`src/rtl/seven_seg_display_driver_pkg.sv`:
```
// Shared types and constants for the seven-segment display driver:
// conversion FSM encoding, segment table and double-dabble helper.
package seven_seg_display_driver_pkg;

  typedef enum logic [1:0] {
    IDLE  = 2'd0,
    SHIFT = 2'd1,
    LATCH = 2'd2
  } convState_t;

  localparam int DIGITS    = 4;
  localparam int BIN_BITS  = 14;
  localparam int BCD_BITS  = 16;
  localparam int CONV_BITS = BCD_BITS + BIN_BITS;

  localparam logic [BIN_BITS-1:0] MAX_DISPLAY = 14'd9999;
  localparam logic [6:0]          SEG_BLANK   = 7'b1111111;

  // Active-low {g,f,e,d,c,b,a}; element 0 is the digit 0 pattern.
  localparam logic [9:0][6:0] SEG_TABLE = {
    7'b0010000,  // 9
    7'b0000000,  // 8
    7'b1111000,  // 7
    7'b0000010,  // 6
    7'b0010010,  // 5
    7'b0011001,  // 4
    7'b0110000,  // 3
    7'b0100100,  // 2
    7'b1111001,  // 1
    7'b1000000   // 0
  };

  function automatic logic [BCD_BITS-1:0] dabbleAdjust(input logic [BCD_BITS-1:0] bcd);
    logic [BCD_BITS-1:0] adj;
    adj = bcd;
    for (int i = 0; i < DIGITS; i++) begin
      if (bcd[4*i +: 4] >= 4'd5) begin
        adj[4*i +: 4] = bcd[4*i +: 4] + 4'd3;
      end else begin
        adj[4*i +: 4] = bcd[4*i +: 4];
      end
    end
    return adj;
  endfunction

endpackage

```
`src/rtl/bcd_to_seg7.sv`:
```
// Combinational BCD nibble to active-low seven-segment decoder.
// Codes 10..15 produce a blank digit.
module bcd_to_seg7
  import seven_seg_display_driver_pkg::*;
(
  input  logic [3:0] nibble,
  output logic [6:0] segments
);

  // Table lookup for decimal codes, blank otherwise.
  always_comb begin
    segments = SEG_BLANK;
    if (nibble < 4'd10) begin
      segments = SEG_TABLE[nibble];
    end else begin
      segments = SEG_BLANK;
    end
  end

endmodule

```
`src/rtl/seven_seg_display_driver.sv`:
```
// Seven-segment driver: free-running binary-to-BCD conversion and 4-digit scan.
// Optional build macro LEADING_ZERO_BLANK_EN blanks leading zero digits.
module seven_seg_display_driver
  import seven_seg_display_driver_pkg::*;
#(
  parameter int REFRESH_DIV = 100000
) (
  input  logic        clk,
  input  logic        reset_n,
  input  logic [13:0] value,
  output logic        busy,
  output logic        overflow,
  output logic [3:0]  an,
  output logic [6:0]  seg
);

  localparam logic [19:0] REFRESH_LAST = 20'(REFRESH_DIV - 1);
  localparam logic [3:0]  LAST_STEP    = 4'(BIN_BITS - 1);

  convState_t            state_r;
  logic [BIN_BITS-1:0]   binShift_r;
  logic [BCD_BITS-1:0]   bcd_r;
  logic [BCD_BITS-1:0]   dispReg_r;
  logic [3:0]            stepCnt_r;
  logic                  pending_r;
  logic                  busy_r;
  logic                  overflow_r;
  logic [19:0]           refreshCnt_r;
  logic [1:0]            digitIdx_r;
  logic [3:0]            an_r;
  logic [6:0]            seg_r;

  logic                  overRange_s;
  logic [BIN_BITS-1:0]   sample_s;
  logic [BCD_BITS-1:0]   bcdAdj_s;
  logic [CONV_BITS-1:0]  dabbleNext_s;
  logic [3:0]            curNibble_s;
  logic [6:0]            segDecoded_s;
  logic                  blank_s;

  // Saturate the incoming sample and form the next adjust-then-shift step.
  always_comb begin
    overRange_s = (value > MAX_DISPLAY);
    if (overRange_s) begin
      sample_s = MAX_DISPLAY;
    end else begin
      sample_s = value;
    end
    bcdAdj_s     = dabbleAdjust(bcd_r);
    dabbleNext_s = CONV_BITS'({bcdAdj_s, binShift_r, 1'b0});
  end

  // Conversion FSM: sample in IDLE, 14 double-dabble steps, then latch.
  always_ff @(posedge clk or negedge reset_n) begin
    if (!reset_n) begin
      state_r    <= IDLE;
      binShift_r <= 14'd0;
      bcd_r      <= 16'd0;
      dispReg_r  <= 16'd0;
      stepCnt_r  <= 4'd0;
      pending_r  <= 1'b0;
      busy_r     <= 1'b0;
      overflow_r <= 1'b0;
    end else begin
      case (state_r)
        IDLE: begin
          binShift_r <= sample_s;
          pending_r  <= overRange_s;
          bcd_r      <= 16'd0;
          stepCnt_r  <= 4'd0;
          busy_r     <= 1'b1;
          state_r    <= SHIFT;
        end
        SHIFT: begin
          {bcd_r, binShift_r} <= dabbleNext_s;
          stepCnt_r <= stepCnt_r + 4'd1;
          busy_r    <= 1'b1;
          if (stepCnt_r == LAST_STEP) begin
            state_r <= LATCH;
          end else begin
            state_r <= SHIFT;
          end
        end
        LATCH: begin
          // Display only ever sees a fully converted value.
          dispReg_r  <= bcd_r;
          overflow_r <= pending_r;
          busy_r     <= 1'b0;
          state_r    <= IDLE;
        end
        default: begin
          busy_r  <= 1'b0;
          state_r <= IDLE;
        end
      endcase
    end
  end

  // Select the nibble for the digit currently being scanned.
  always_comb begin
    curNibble_s = dispReg_r[{digitIdx_r, 2'b00} +: 4];
  end

  bcd_to_seg7 u_bcdToSeg7 (
    .nibble   (curNibble_s),
    .segments (segDecoded_s)
  );

  // Leading-zero suppression: a digit is blank if it and everything left of it is zero.
  always_comb begin
    blank_s = 1'b0;
`ifdef LEADING_ZERO_BLANK_EN
    case (digitIdx_r)
      2'd3:    blank_s = (dispReg_r[15:12] == 4'd0);
      2'd2:    blank_s = (dispReg_r[15:8] == 8'd0);
      2'd1:    blank_s = (dispReg_r[15:4] == 12'd0);
      default: blank_s = 1'b0;
    endcase
`else
    blank_s = 1'b0;
`endif
  end

  // Refresh timer, digit scan and registered anode/segment outputs.
  always_ff @(posedge clk or negedge reset_n) begin
    if (!reset_n) begin
      refreshCnt_r <= 20'd0;
      digitIdx_r   <= 2'd0;
      an_r         <= 4'b1111;
      seg_r        <= SEG_BLANK;
    end else begin
      if (refreshCnt_r == REFRESH_LAST) begin
        refreshCnt_r <= 20'd0;
        digitIdx_r   <= digitIdx_r + 2'd1;
      end else begin
        refreshCnt_r <= refreshCnt_r + 20'd1;
      end
      if (blank_s) begin
        an_r  <= 4'b1111;
        seg_r <= SEG_BLANK;
      end else begin
        an_r  <= ~(4'b0001 << digitIdx_r);
        seg_r <= segDecoded_s;
      end
    end
  end

  assign busy     = busy_r;
  assign overflow = overflow_r;
  assign an       = an_r;
  assign seg      = seg_r;

endmodule

```
`config.mk`:
```
export PLATFORM = sky130hd
export DESIGN_NAME = seven_seg_display_driver
export DESIGN_NICKNAME = d
export VERILOG_FILES = /design/src/rtl/seven_seg_display_driver_pkg.sv /design/src/rtl/bcd_to_seg7.sv /design/src/rtl/seven_seg_display_driver.sv
export SDC_FILE = /design/constraint.sdc
export NUM_CORES = 1
export LEC_CHECK = 0
export CAP_MARGIN = 20
export CORE_ASPECT_RATIO = 1.4
export CORE_MARGIN = 4
export CORE_UTILIZATION = 45
export DETAILED_ROUTE_END_ITERATION = 8
export HOLD_SLACK_MARGIN = 0.15
export PLACE_DENSITY_LB_ADDON = 0.3
export SLEW_MARGIN = 20
export SYNTH_ARGS = -nofsm -noshare
export SYNTH_HDL_FRONTEND = slang
export SYNTH_SLANG_ARGS = --single-unit
```
`constraint.sdc`:
```
create_clock -name clk -period 2.9 [get_ports clk]
set_input_delay 0.87 -clock clk [delete_from_list [all_inputs] [get_ports clk]]
set_output_delay 0.87 -clock clk [all_outputs]
set_load 0.01 [all_outputs]
```
## Word-level counts from Yosys, hierarchy flattened

Memory sizes are Yosys's and may differ from the RTL's.
Index checks and enable logic that the tools add are counted.

| storage, ports and cells | value |
|---|---|
| bits in registers | 88 |
| ROM bits | 112 |
| bits of input ports | 16 |
| memories kept | 1 |

| operators by class | value |
|---|---|
| $add $sub $neg | 7 |
| order comparisons | 7 |
| eq/ne operators | 4 |
| shifts and indexed selects | 2 |
| muxes and demuxes | 14 |
| bitwise operators | 1 |
| reductions and logical operators | 3 |

Memories:

| memory | depth | bits a word | read ports | clocked after Yosys merged registers in | wr ports | RTL line | RTL |
|---|---|---|---|---|---|---|---|
| (name not given) | 16 | 7 | 1 | 0 | 0 | bcd_to_seg7.sv:14 | `segments = SEG_TABLE[nibble];` |

Operators by type and width:

| kind | count |
|---|---|
| $pmux W16 S2 | 1 |
| $pmux W14 S2 | 1 |
| $add A20 B1 Y20 const B | 1 |
| $eq A20 B17 Y1 const B | 1 |
| $mux W20 | 1 |
| $ge A4 B3 Y1 const B | 4 |
| $shiftx A16 B5 Y4 | 1 |
| $gt A14 B14 Y1 const B | 1 |
| $mux W14 | 1 |
| $mux W7 | 2 |
| $add A4 B2 Y4 const B | 3 |
| $mux W4 | 3 |
| $pmux W4 S2 | 1 |
| $lt A4 B5 Y1 const B | 1 |
| $add A4 B1 Y4 const B | 1 |
| $eq A4 B4 Y1 const B | 1 |
| $lt A4 B4 Y1 const B | 1 |
| $not A4 Y4 | 1 |
| $pmux W2 S2 | 1 |
| $shl A1 B2 Y4 const A | 1 |
| $add A3 B2 Y3 const B | 1 |
| $mux W3 | 1 |
| $add A2 B1 Y2 const B | 1 |
| $eq A2 B1 Y1 const B | 1 |
| 6 further kinds | 6 |

## Depth between registers and ports, before layout

Gate-level depths: netlist (run 1).

| depth | value |
|---|---|
| word-level depth | 4 |
| gate-level depth with buffers | 7 |
| gate-level depth less buffers | 6 |

## Hierarchy

Synthesis (run 1) repeated with hierarchy kept, for this count alone.

| unflattened totals | value |
|---|---|
| cell total of the unflattened synthesis | 382 |
| area, all modules | 4172.8 sq um |

Modules (own cells, without submodules):

| module | instances | cells an instance | area each (sq um) | seq. area each (sq um) |
|---|---|---|---|---|
| seven_seg_display_driver | 1 | 352 | 3975.1 | 2215.9 |
| bcd_to_seg7 | 1 | 30 | 197.7 | 0.0 |

## Least setup slack after synthesis (run 1)

No wires, ideal clock.

| timing | value |
|---|---|
| path type | register to register |
| from | reg digitIdx_r[0] |
| to | reg seg_r[0], in the netlist seg[0] |
| arrival | 1.766 ns |
| path slack | 1.054 ns |
| cell stages (with the launch flop) | 7 |
| path buffers | 1 |
| period minus slack after synthesis | 1.846 ns |
| cell sequence | dfrtp_1 > clkbuf_2 > mux4_2 > ha_1 > or2_2 > a21oi_1 > nor2_1 |

| on the way | value |
|---|---|
| cells in the longest elaborated chain, start to end | 4 |
| elaborated cells on any way between the ends | 5 |

RTL lines:

| what | RTL line | RTL |
|---|---|---|
| start, declared | seven_seg_display_driver.sv:29 | `logic [1:0] digitIdx_r;` |
| start signal, assigned | seven_seg_display_driver.sv:134 | `digitIdx_r <= digitIdx_r + 2'd1;` |
| $shiftx A16 B5 Y4 (*) | seven_seg_display_driver.sv:101 | `curNibble_s = dispReg_r[{digitIdx_r, 2'b00} +: 4];` |
| $mem_v2 Z16 W7 | n/a |  |
| $mux W7 (not written as such) | bcd_to_seg7.sv:14 |  |
| $mux W7 (*) | bcd_to_seg7.sv:13 | `if (nibble < 4'd10) begin` |
| net segDecoded_s[0] | seven_seg_display_driver.sv:38 | `logic [6:0] segDecoded_s;` |
| end signal, assigned | seven_seg_display_driver.sv:143 | `seg_r <= segDecoded_s;` |
| end, declared | seven_seg_display_driver.sv:31 | `logic [6:0] seg_r;` |

The timed path passes the listed nets; every way through them passes the cells marked *. The select of a mux whose other input is x is not followed.
A chain may end at the register's enable or synchronous reset.

## Worst setup path after layout (run 1)

| timing | value |
|---|---|
| from | reg an_r[3], in the netlist an[3] |
| to | out an[3] |

RTL lines:

| what | RTL line | RTL |
|---|---|---|
| start, declared | seven_seg_display_driver.sv:30 | `logic [3:0] an_r;` |
| start signal, assigned | seven_seg_display_driver.sv:142 | `an_r <= ~(4'b0001 << digitIdx_r);` |
| end, declared | seven_seg_display_driver.sv:13 | `output logic [3:0] an,` |

No word-level cell between the ends.

==> summary.txt, run 1 <==
Clock tree
  – Number of buffers inserted during clock tree synthesis: 9
  – Maximum buffer depth of the clock tree: 2
  – CTS Hold Bufs: 0
  – Setup bufs post-CTS: 0
  – Clock sinks: 88
  – Root buffer cell: clkbuf_16
  – CTS tree: done
  – Worst skew pair latency: approximately 340 ps
  – Clk slew on worst S/H paths: approximately 60 ps
  – CTS HTree Levels: 3
  – Post_cts resized: 0

Route
  – Final WL: ~7500 um
  – DRT iter0 DRCs: 98
  – DRC viols: 0
  – Vias/cell: 5.36
  – Drt pass-1 iters: 4
  – DR WL/cell: 14.3 um
  – Detail Route Antenna Nets: 0
  – DR vias: approximately 2.8k

Synthesis
  – Complex-gate fraction of the synthesized area: under 10%
  – Synth Area in Adders: around 6%
  – Post-synth EDFFs: 0
  – Syn Inst Count: between 300 and 400
  – Most used DFF post-synth: dfrtp_1
  – Post-synthesis cell type count: 45
  – Ranking of synthesized cells by area: dfrtp_1 46%, dfstp_2 6.9%, mux2_2 6.2%
  – Syn_nets: between 400 and 500
  – Synth Area per Inst: roughly 11 sq um
  – Top post-synthesis cells by count: 77 x dfrtp_1, 36 x nand2_1, 25 x nor2_1
  – Yosys top cell area share: 46.1%
  – Dominant cell type by area after synthesis: dfrtp_1
  – Largest family of logic cells by synthesized area: simple AND/OR/NAND/NOR gates
  – Yosys reg bits: 88
  – Simple-gate share of the synthesized area: between 10% and 20%
  – Most frequent cell after synthesis: dfrtp_1
  – Sequential share of the synthesized area: roughly 53%
  – Async SR Flop Fraction: between 90% and 100%
  – Post-Synth XOR/XNOR Area: 5.03%
  – Portion of netlist area occupied by mux cells: between 10% and 20%
  – Synth warnings: 0
  – Cell Area, Synth: about 4200 sq um

Setup path
  – Delay-heaviest family, CP: buffers and inverters
  – Slowest CP cell: clkdlybuf4s50_1
  – Slowest stage delay, CP: between 500 and 600 ps
  – Critical Path Source Type: register
  – Worst path cell trace: clkdlybuf4s50_1
  – Critical path capture point type: primary output
  – Crit path required time: 2030 ps
  – Crit path DAT: between 1000 and 1500 ps
  – WP buf/inv: 1
  – Setup Crit Path Kind: reg2out
  – Max FO, Critical Path: 1

Timing
  – Period utilization: 77.3%
  – Final setup fails: 0
  – Worst Tran Pin Value: 819 ps
  – Final count of hold timing violations: 0
  – Post-layout minimum cycle time: 2240 ps
  – Fmax: about 450 MHz
  – Setup TNS Final: 0 ps
  – Unrepaired setup endpoints after global routing: no
  – Clock skew: just over 6 ps
  – Max Slew Vio Count: 0
  – Slew margin rel.: 45.0%
  – Slack of the critical path: roughly 660 ps

Floorplanning
  – Die area: 10,900 sq um
  – Core ar.: ~9000 sq um
  – Starting Density: ~46%
  – Ports: 29
  – Die X-Extent: between 80 and 90 um
  – Row cnt: 41
  – Height of the die: between 100 and 150 um

Run status
  – Status: finished clean

Placed design
  – Placed wire-length estimate: between 5000 and 6000 um
  – Placer Congestion: a little over 0.8
  – Port buffer count: 28
  – Worst slack, placed: around 400 ps

Layout
  – NumNets Final: about 450
  – Syn-to-layout area delta: 17.2%
  – Fill count: 767
  – Share of layout cells above drive strength 1: roughly 16%
  – Number of diodes: 0

GRT
  – Total track usage: roughly 16%
  – Gr busiest metal: met2
  – Met3 usage: 2.44%
  – First-pass GRT wire length: 13,000 um
  – GRT overflow: 0
  – Number of global-route vias before repair: roughly 2.9k
  – Initial antenna violation count: 0
  – Met1 track demand over resource: between 10% and 20%
  – Largest net degree at the start of global routing: 56
  – M2 GR Usage: 27.0%

Hold path
  – Worst hold path type: in2async

Power and ir drop
  – Lkg Pwr: 2.18 nW
  – Power Density: 620 nW/um^2
  – Max IR drop VDD: between 0.5 and 0.6 mV

Job
  – Max_cap viols: 0
-- per-layer routing --
metal,wire [um],share of wire [%]
met3,212,2.8
met1,3220,43
met4,201,2.7
met2,3830,51
met5,0,0
-- power breakdown --
part	leakage [nW]	internal (mW)	switching, mW
Combinational	0.931	0.250	0.207
Clock	0.138	0.662	0.459
Sequential	1.11	1.39	0.0663
Total	2.18	2.30	0.732
-- state kept, by name, indices dropped and copies added, names as in the netlist --
name          cells
binShift_r       14
overflow          1
stepCnt_r         4
state_r           2
seg               7
pending_r         1
an                4
bcd_r            16
dispReg_r        16
digitIdx_r        2
refreshCnt_r     20
busy              1
-- placed cells by master, fill, tap and decap left out, drive strengths merged, types with 2 or more instances in the layout --
cell / count
nand4: 7
and3: 4
o22ai: 6
dfrtp: 77
o21ai: 24
xor2: 7
o32ai: 3
nand2: 37
mux2i: 7
a22o: 6
nand3: 11
ha: 20
nor4: 4
clkinvlp: 2
clkbuf: 10
clkdlybuf4s50: 27
mux2: 23
inv: 20
a21oi: 12
mux4: 4
a221o: 4
nor3: 7
clkinv: 4
dfstp: 11
nor2: 26
a22oi: 3
nand2b: 8
nor2b: 3
xnor2: 17
buf: 8
-- metrics by stage --
stage | total power [mW] | cells | instance area (sq um) | hold slack (ps) | util [%]
global route | 3.19 | 522 | 4890 | 501 | 54.2
global placement | 1.92 | 506 | 4610 | 459 | 51.0
CTS | 3.08 | 522 | 4890 | 484 | 54.2
detailed placement | 1.95 | 506 | 4610 | 474 | 51.0
floorplan | 1.73 | 376 | 4180 | 443 | -
finish | 3.04 | 522 | 4890 | 486 | 54.2
-- worst paths after layout --
kind	cells past startpoint	from	slack, ps	to
worst max-delay path	1	an[3]	660	an[3]
worst min-delay path	1	reset_n	490	dispReg_r[13]
worst max register to register	4	refreshCnt_r[0]	810	digitIdx_r[1]
worst min register to register	1	refreshCnt_r[0]	490	refreshCnt_r[0]
max in group asynchronous	2	reset_n	1750	an[0]
min in group clk	1	refreshCnt_r[0]	490	refreshCnt_r[0]
-- final cells by class --
type,count,area (sq um),share of cell area [%]
clock buffers,10,229,4.68
multi-input cells,255,1830,37.5
clock inverters,6,60.1,1.23
flip-flops and latches,88,2220,45.3
well taps,107,134,2.74
inverters,21,78.8,1.61
repair buffers,35,343,7.00
-- kinds of logic after synthesis --
family,Yosys count
AO/OA/AOI/OAI,63
multiplexers,34
XOR/XNOR,24
adder cells (fa/ha/maj),20
AND/OR/NAND/NOR,114
flip-flops,88
buffers and inverters,33
Note: power is estimated with default switching activity, not from simulation.
==> inputs of run 2 (changes only) <==
clock period = 2.2 ns   (was 2.9 ns; I/O delays follow)
==> summary.txt, run 2 (same netlist as run 1, synthesis figures left out) <==
Run status
  – Status: finished clean

Setup path
  – Max FO, Critical Path: 1 (unchanged)
  – Setup crit start: seg[1]
  – Setup Crit Path Kind: reg2out
  – CP Capture Point: seg[1]
  – Delay-heaviest family, CP: buffers and inverters
  – Crit path required time: 1540 ps (-490 ps)
  – Reg2Reg Depth: 5 (+1)
  – Worst reg2reg path endpoint: seg[0]
  – WP depth: 1 (unchanged)
  – Slowest CP cell: clkdlybuf4s50_1
  – Critical path capture point type: primary output
  – WP buf/inv: 1 (unchanged)
  – Worst path cell trace: clkdlybuf4s50_1
  – Critical Path Source Type: register
  – Crit path DAT: 1370 ps (about the same)
  – Slowest stage delay, CP: 520 ps (about the same)
  – Worst reg-to-reg setup slack: 240 ps (-570 ps)
  – Worst r2r src: digitIdx_r[0]

Clock tree
  – Number of buffers inserted during clock tree synthesis: 9 (unchanged)
  – Clock sinks: 88 (unchanged)
  – Worst skew pair latency: 340 ps (about the same)
  – CTS tree: done
  – Maximum buffer depth of the clock tree: 2 (unchanged)
  – CTS HTree Levels: 3 (unchanged)
  – CTS Hold Bufs: 0 (unchanged)
  – Clk slew on worst S/H paths: 60 ps (about the same)
  – Post_cts resized: 0 (unchanged)
  – Setup bufs post-CTS: 0 (unchanged)
  – Root buffer cell: clkbuf_16

Layout
  – Syn-to-layout area delta: 18.6%
  – Top flop regs: refreshCnt_r x20, bcd_r x16, dispReg_r x16
  – Number of diodes: 0 (unchanged)
  – Largest register FFs: 20 (unchanged)
  – NumNets Final: 450 (+0.90%)
  – Share of layout cells above drive strength 1: 17.2% (+1.0 points)
  – Reg area: 2220 sq um (unchanged)
  – Largest Register: refreshCnt_r
  – Commonest non-fill, non-tap cell in the layout: dfrtp_1
  – Most frequent cells in the layout: 77 x dfrtp_1, 36 x nand2_1, 27 x clkdlybuf4s50_1, 25 x nor2_1, 24 x o21ai_0
  – Multi-input logic area: 1830 sq um (unchanged)
  – Fill count: 777 (+1.3%)

Timing
  – Worst Tran Pin Value: 623 ps (-196 ps)
  – Unrepaired setup endpoints after global routing: no
  – Period utilization: between 90% and 100%
  – Setup TNS Final: 0 ps (unchanged)
  – Max Slew Vio Count: 0 (unchanged)
  – Final setup fails: 0 (unchanged)
  – Slew margin rel.: 58.5% (+14 points)
  – Fmax: between 400 and 500 MHz
  – Clock skew: 6.09 ps (-0.148 ps)
  – Post-layout minimum cycle time: roughly 2000 ps
  – Final count of hold timing violations: 0 (unchanged)

GRT
  – GRT overflow: 0 (unchanged)
  – Met3 usage: 3.04% (+0.61 points)
  – Gr busiest metal: met2
  – M2 GR Usage: 26.8% (-0.14 points)
  – Number of global-route vias before repair: 2,877 (+0.38%)
  – Initial antenna violation count: 0 (unchanged)
  – Largest net degree at the start of global routing: 35 (-38%)
  – First-pass GRT wire length: 13,000 um (+0.11%)
  – Met1 track demand over resource: 17.8% (-0.13 points)
  – Total track usage: 15.6% (+0.065 points)

Route
  – DRC viols: 0 (unchanged)
  – DRT iter0 DRCs: 114 (+16%)
  – Final WL: 7640 um (+2.3%)
  – DR WL/cell: 14.5 um (+1.5%)
  – Drt pass-1 iters: 4 (unchanged)
  – DR vias: 2,830 (+1.2%)
  – Detail Route Antenna Nets: 0 (unchanged)
  – Vias/cell: 5.38 (+0.45%)

Floorplanning
  – Die area: 10,900 sq um (unchanged)
  – Ports: 29 (unchanged)
  – Row cnt: 41 (unchanged)
  – Core ar.: 9030 sq um (unchanged)
  – Height of the die: 122 um (unchanged)
  – Starting Density: 46.3% (unchanged)
  – Die X-Extent: 89.4 um (unchanged)

Power and ir drop
  – Lkg Pwr: 2.22 nW (+1.7%)
  – Power Density: 837 nW/um^2 (+35%)
  – Max IR drop VDD: 0.605 mV (+9.9%)
  – Total power: 4.15 mW (+37%)

Placed design
  – Placed wire-length estimate: 5390 um (+2.3%)
  – Placer Congestion: 0.815 (-0.74%)
  – Port buffer count: 28 (unchanged)

Job
  – Max_cap viols: 0 (unchanged)

Hold path
  – Worst hold path type: in2async
==> run 2: cell count changes in the layout (fill, tap and decap cells not counted) <==
cell	previous run	this run
bufinv_16	1	2
inv_6	0	1
clkinv_4	0	1
clkinv_2	3	2
clkinvlp_4	2	1
clkbuf_1	1	0
buf_4	7	11
==> run 2: worst min-delay path by stage <==
| stage | endpoint | slack (ps) | cells past startpoint |
|---|---|---|---|
| after detailed placement | binShift_r[13] | 480 | 2 |
| after global routing | refreshCnt_r[14] | 300 | 1 |
| after CTS | refreshCnt_r[7] | 280 | 1 |
| final | refreshCnt_r[14] | 270 | 1 |
| after floorplan | bcd_r[0] | 360 | 0 |
| after global placement | binShift_r[12] | 470 | 2 |
==> run 2: where the power goes <==
| part | internal (mW) | leakage (nW) | switching, mW |
|---|---|---|---|
| sequential | 1.83 | 1.11 | 0.0860 |
| combinational | 0.334 | 0.951 | 0.268 |
| clock | 0.996 | 0.156 | 0.631 |
| total | 3.16 | 2.22 | 0.985 |
==> run 2: per-layer routing <==
layer,part of all wire (%),up-vias
li1,-,1389
met1,43,1391
met2,52,39
met3,3.3,11
met4,1.9,0
met5,0,-
==> run 2: per-stage QoR <==
step           worst slack [ps]  std cells  util (%)  cell area, sq um  hold WS (ps)
6_report                    171        526      54.9              4960           269
4_1_cts                     147        526      54.9              4960           276
2_1_floorplan               354        376         -              4180           364
3_5_place_dp               88.8        510      51.3              4640           478
5_1_grt                     123        526      54.9              4960           299
3_3_place_gp                123        510      51.3              4640           467
==> run 2: cell type report <==
cell class | instances | area share (%)
multi-input combinational | 255 | 37.0
sequential | 88 | 44.7
clock inverter | 7 | 1.92
tap | 107 | 2.70
timing repair buffer | 39 | 7.52
inverter | 21 | 1.59
clock buffer | 9 | 4.54
==> inputs of run 3 (changes only) <==
ABC_AREA = 1   (was unset)
==> summary.txt, run 3 <==
Clock tree
  – Clock sinks: 88 (unchanged)
  – Maximum buffer depth of the clock tree: 2 (unchanged)
  – Setup bufs post-CTS: 0 (unchanged)
  – Post_cts resized: 0 (unchanged)
  – Worst skew pair latency: 340 ps (about the same)
  – CTS HTree Levels: 3 (unchanged)
  – Clk slew on worst S/H paths: 60 ps (about the same)
  – Root buffer cell: clkbuf_16
  – CTS tree: done
  – CTS Hold Bufs: 0 (unchanged)
  – Number of buffers inserted during clock tree synthesis: 9 (unchanged)

Layout
  – Number of diodes: 0 (unchanged)
  – Largest register FFs: 20 (unchanged)
  – Share of layout cells above drive strength 1: 10.5% (-6.7 points)
  – Design area: 5310 sq um (+7.2%)
  – Syn-to-layout area delta: 16.1%
  – NumNets Final: 633 (+41%)
  – Largest Register: refreshCnt_r
  – Top flop regs: refreshCnt_r x20, bcd_r x16, dispReg_r x16
  – Most frequent cells in the layout: 146 x nand2_1, 85 x inv_1, 77 x dfrtp_1, 54 x nor2_1, 39 x o21ai_0
  – Utilization after layout: 53.7% (-1.2 points)
  – Commonest non-fill, non-tap cell in the layout: nand2_1

Floorplanning
  – Die X-Extent: 93.2 um (+4.2%)
  – Row cnt: 43 (+4.9%)
  – Height of the die: 127 um (+4.3%)
  – Ports: 29 (unchanged)
  – Die area: 11,900 sq um (+8.8%)
  – Core ar.: 9900 sq um (+9.6%)
  – Starting Density: 46.2% (-0.051 points)

Job
  – Max_cap viols: 0 (unchanged)

Timing
  – Slew margin rel.: 68.2% (+9.7 points)
  – Fmax: 490 MHz (-0.59%)
  – Max Slew Vio Count: 0 (unchanged)
  – Setup TNS Final: 0 ps (unchanged)
  – Clock skew: 5.67 ps (-0.417 ps)
  – Worst Tran Pin Value: 477 ps (-146 ps)
  – Slack of the critical path: 159 ps (-12.1 ps)
  – Final count of hold timing violations: 0 (unchanged)
  – Final setup fails: 0 (unchanged)
  – Period utilization: 92.8% (+0.55 points)
  – Unrepaired setup endpoints after global routing: no
  – Post-layout minimum cycle time: 2040 ps (+12.1 ps)

Synthesis
  – Dominant cell type by area after synthesis: dfrtp_1
  – Cell Area, Synth: 4580 sq um (+9.5%)
  – Yosys reg bits: 88 (unchanged)
  – Top post-synthesis cells by count: 146 x nand2_1, 85 x inv_1, 77 x dfrtp_1
  – Synth warnings: 0 (unchanged)
  – Ranking of synthesized cells by area: dfrtp_1 42%, nand2_1 12%, inv_1 7.0%
  – Most frequent cell after synthesis: nand2_1
  – Post-synthesis cell type count: 33 (-27%)
  – Yosys top cell area share: 42.1% (-4.0 points)
  – Async SR Flop Fraction: 100% (unchanged)
  – Syn_nets: 599 (+45%)
  – Synth Area per Inst: 8.13 sq um (-27%)
  – Sequential share of the synthesized area: 48.4% (-4.6 points)
  – Syn Inst Count: 563 (+50%)
  – Post-synth EDFFs: 0 (unchanged)
  – Most used DFF post-synth: dfrtp_1

Setup path
  – Setup Crit Path Kind: reg2out
  – Slowest stage delay, CP: 530 ps (about the same)
  – WP buf/inv: 1 (unchanged)
  – Max FO, Critical Path: 1 (unchanged)
  – Worst path cell trace: clkdlybuf4s50_1
  – Crit path required time: 1540 ps (about the same)
  – Slowest CP cell: clkdlybuf4s50_1
  – Delay-heaviest family, CP: buffers and inverters
  – Critical Path Source Type: register
  – Crit path DAT: 1380 ps (about the same)
  – Critical path capture point type: primary output

Power and ir drop
  – Power Density: 791 nW/um^2 (-5.5%)
  – Total power: 4.20 mW (+1.3%)
  – Lkg Pwr: 2.59 nW (+17%)
  – Max IR drop VDD: 0.434 mV (-28%)

GRT
  – Largest net degree at the start of global routing: 37 (+5.7%)
  – Total track usage: 16.3% (+0.76 points)
  – Number of global-route vias before repair: 3,525 (+23%)
  – First-pass GRT wire length: 15,600 um (+20%)
  – GRT overflow: 0 (unchanged)
  – Initial antenna violation count: 0 (unchanged)

Route
  – DRT iter0 DRCs: 150 (+32%)
  – Final WL: 8800 um (+15%)
  – Drt pass-1 iters: 4 (unchanged)
  – DR vias: 3,578 (+26%)
  – DRC viols: 0 (unchanged)
  – Vias/cell: 4.85 (-9.8%)
  – DR WL/cell: 11.9 um (-18%)
  – Detail Route Antenna Nets: 0 (unchanged)

Run status
  – Status: finished clean

Placed design
  – Area post-placement: 5010 sq um (+8.2%)
  – Port buffer count: 28 (unchanged)
  – Worst slack, placed: 288 ps (+199 ps)
  – Placed wire-length estimate: 6540 um (+21%)
  – Placer Congestion: 0.905 (+11%)

Hold path
  – Worst hold path type: in2async
[run 3: layout make-up]
class                   count  area, sq um
fillers                   955         4590
flip-flops and latches     88         2220
multi-input cells         372         1940
well taps                 135          169
inverters                  90          340
clock inverters             6         68.8
repair buffers             36          350
clock buffers              10          229
[run 3: metrics by stage]
| stage | cells | hold WS [ps] |
|---|---|---|
| CTS | 737 | 280 |
| global route | 737 | 310 |
| detailed placement | 721 | 473 |
| floorplan | 563 | 364 |
| global placement | 721 | 469 |
| finish | 737 | 276 |
[run 3: logic make-up after synthesis]
kind of cell / Yosys count / share of synthesized area [%]
AND/OR/NAND/NOR: 259 / 24.6
buffers and inverters: 103 / 9.22
flip-flops: 88 / 48.4
AO/OA/AOI/OAI: 77 / 9.24
adder cells (fa/ha/maj): 20 / 5.47
XOR/XNOR: 16 / 3.06
[run 3: report_power, final]
group	leakage (nW)	total, mW	switching (mW)	internal [mW]
combinational	1.34	0.716	0.387	0.328
clock	0.143	1.52	0.637	0.886
sequential	1.10	1.96	0.0957	1.87
[run 3: path summary, 6_finish.rpt]
path | from | to | slack, ps | cells past startpoint
max in group asynchronous | reset_n | binShift_r[3] | 1270 | 2
setup / recovery | seg[2] | seg[2] | 160 | 1
min in group clk | dispReg_r[8] | dispReg_r[8] | 480 | 2
hold / removal | reset_n | refreshCnt_r[7] | 280 | 1
setup reg to reg | digitIdx_r[0] | seg[4] | 460 | 9
hold reg to reg | dispReg_r[8] | dispReg_r[8] | 480 | 2
[run 3: layer usage]
| metal | routed length [um] | share of wire (%) | track usage, % |
|---|---|---|---|
| met5 | 0 | 0 | 0 |
| met4 | 180 | 2.0 | 6.99 |
| met3 | 307 | 3.5 | 3.71 |
| met2 | 4600 | 52 | 29.7 |
| met1 | 3720 | 42 | 18.0 |
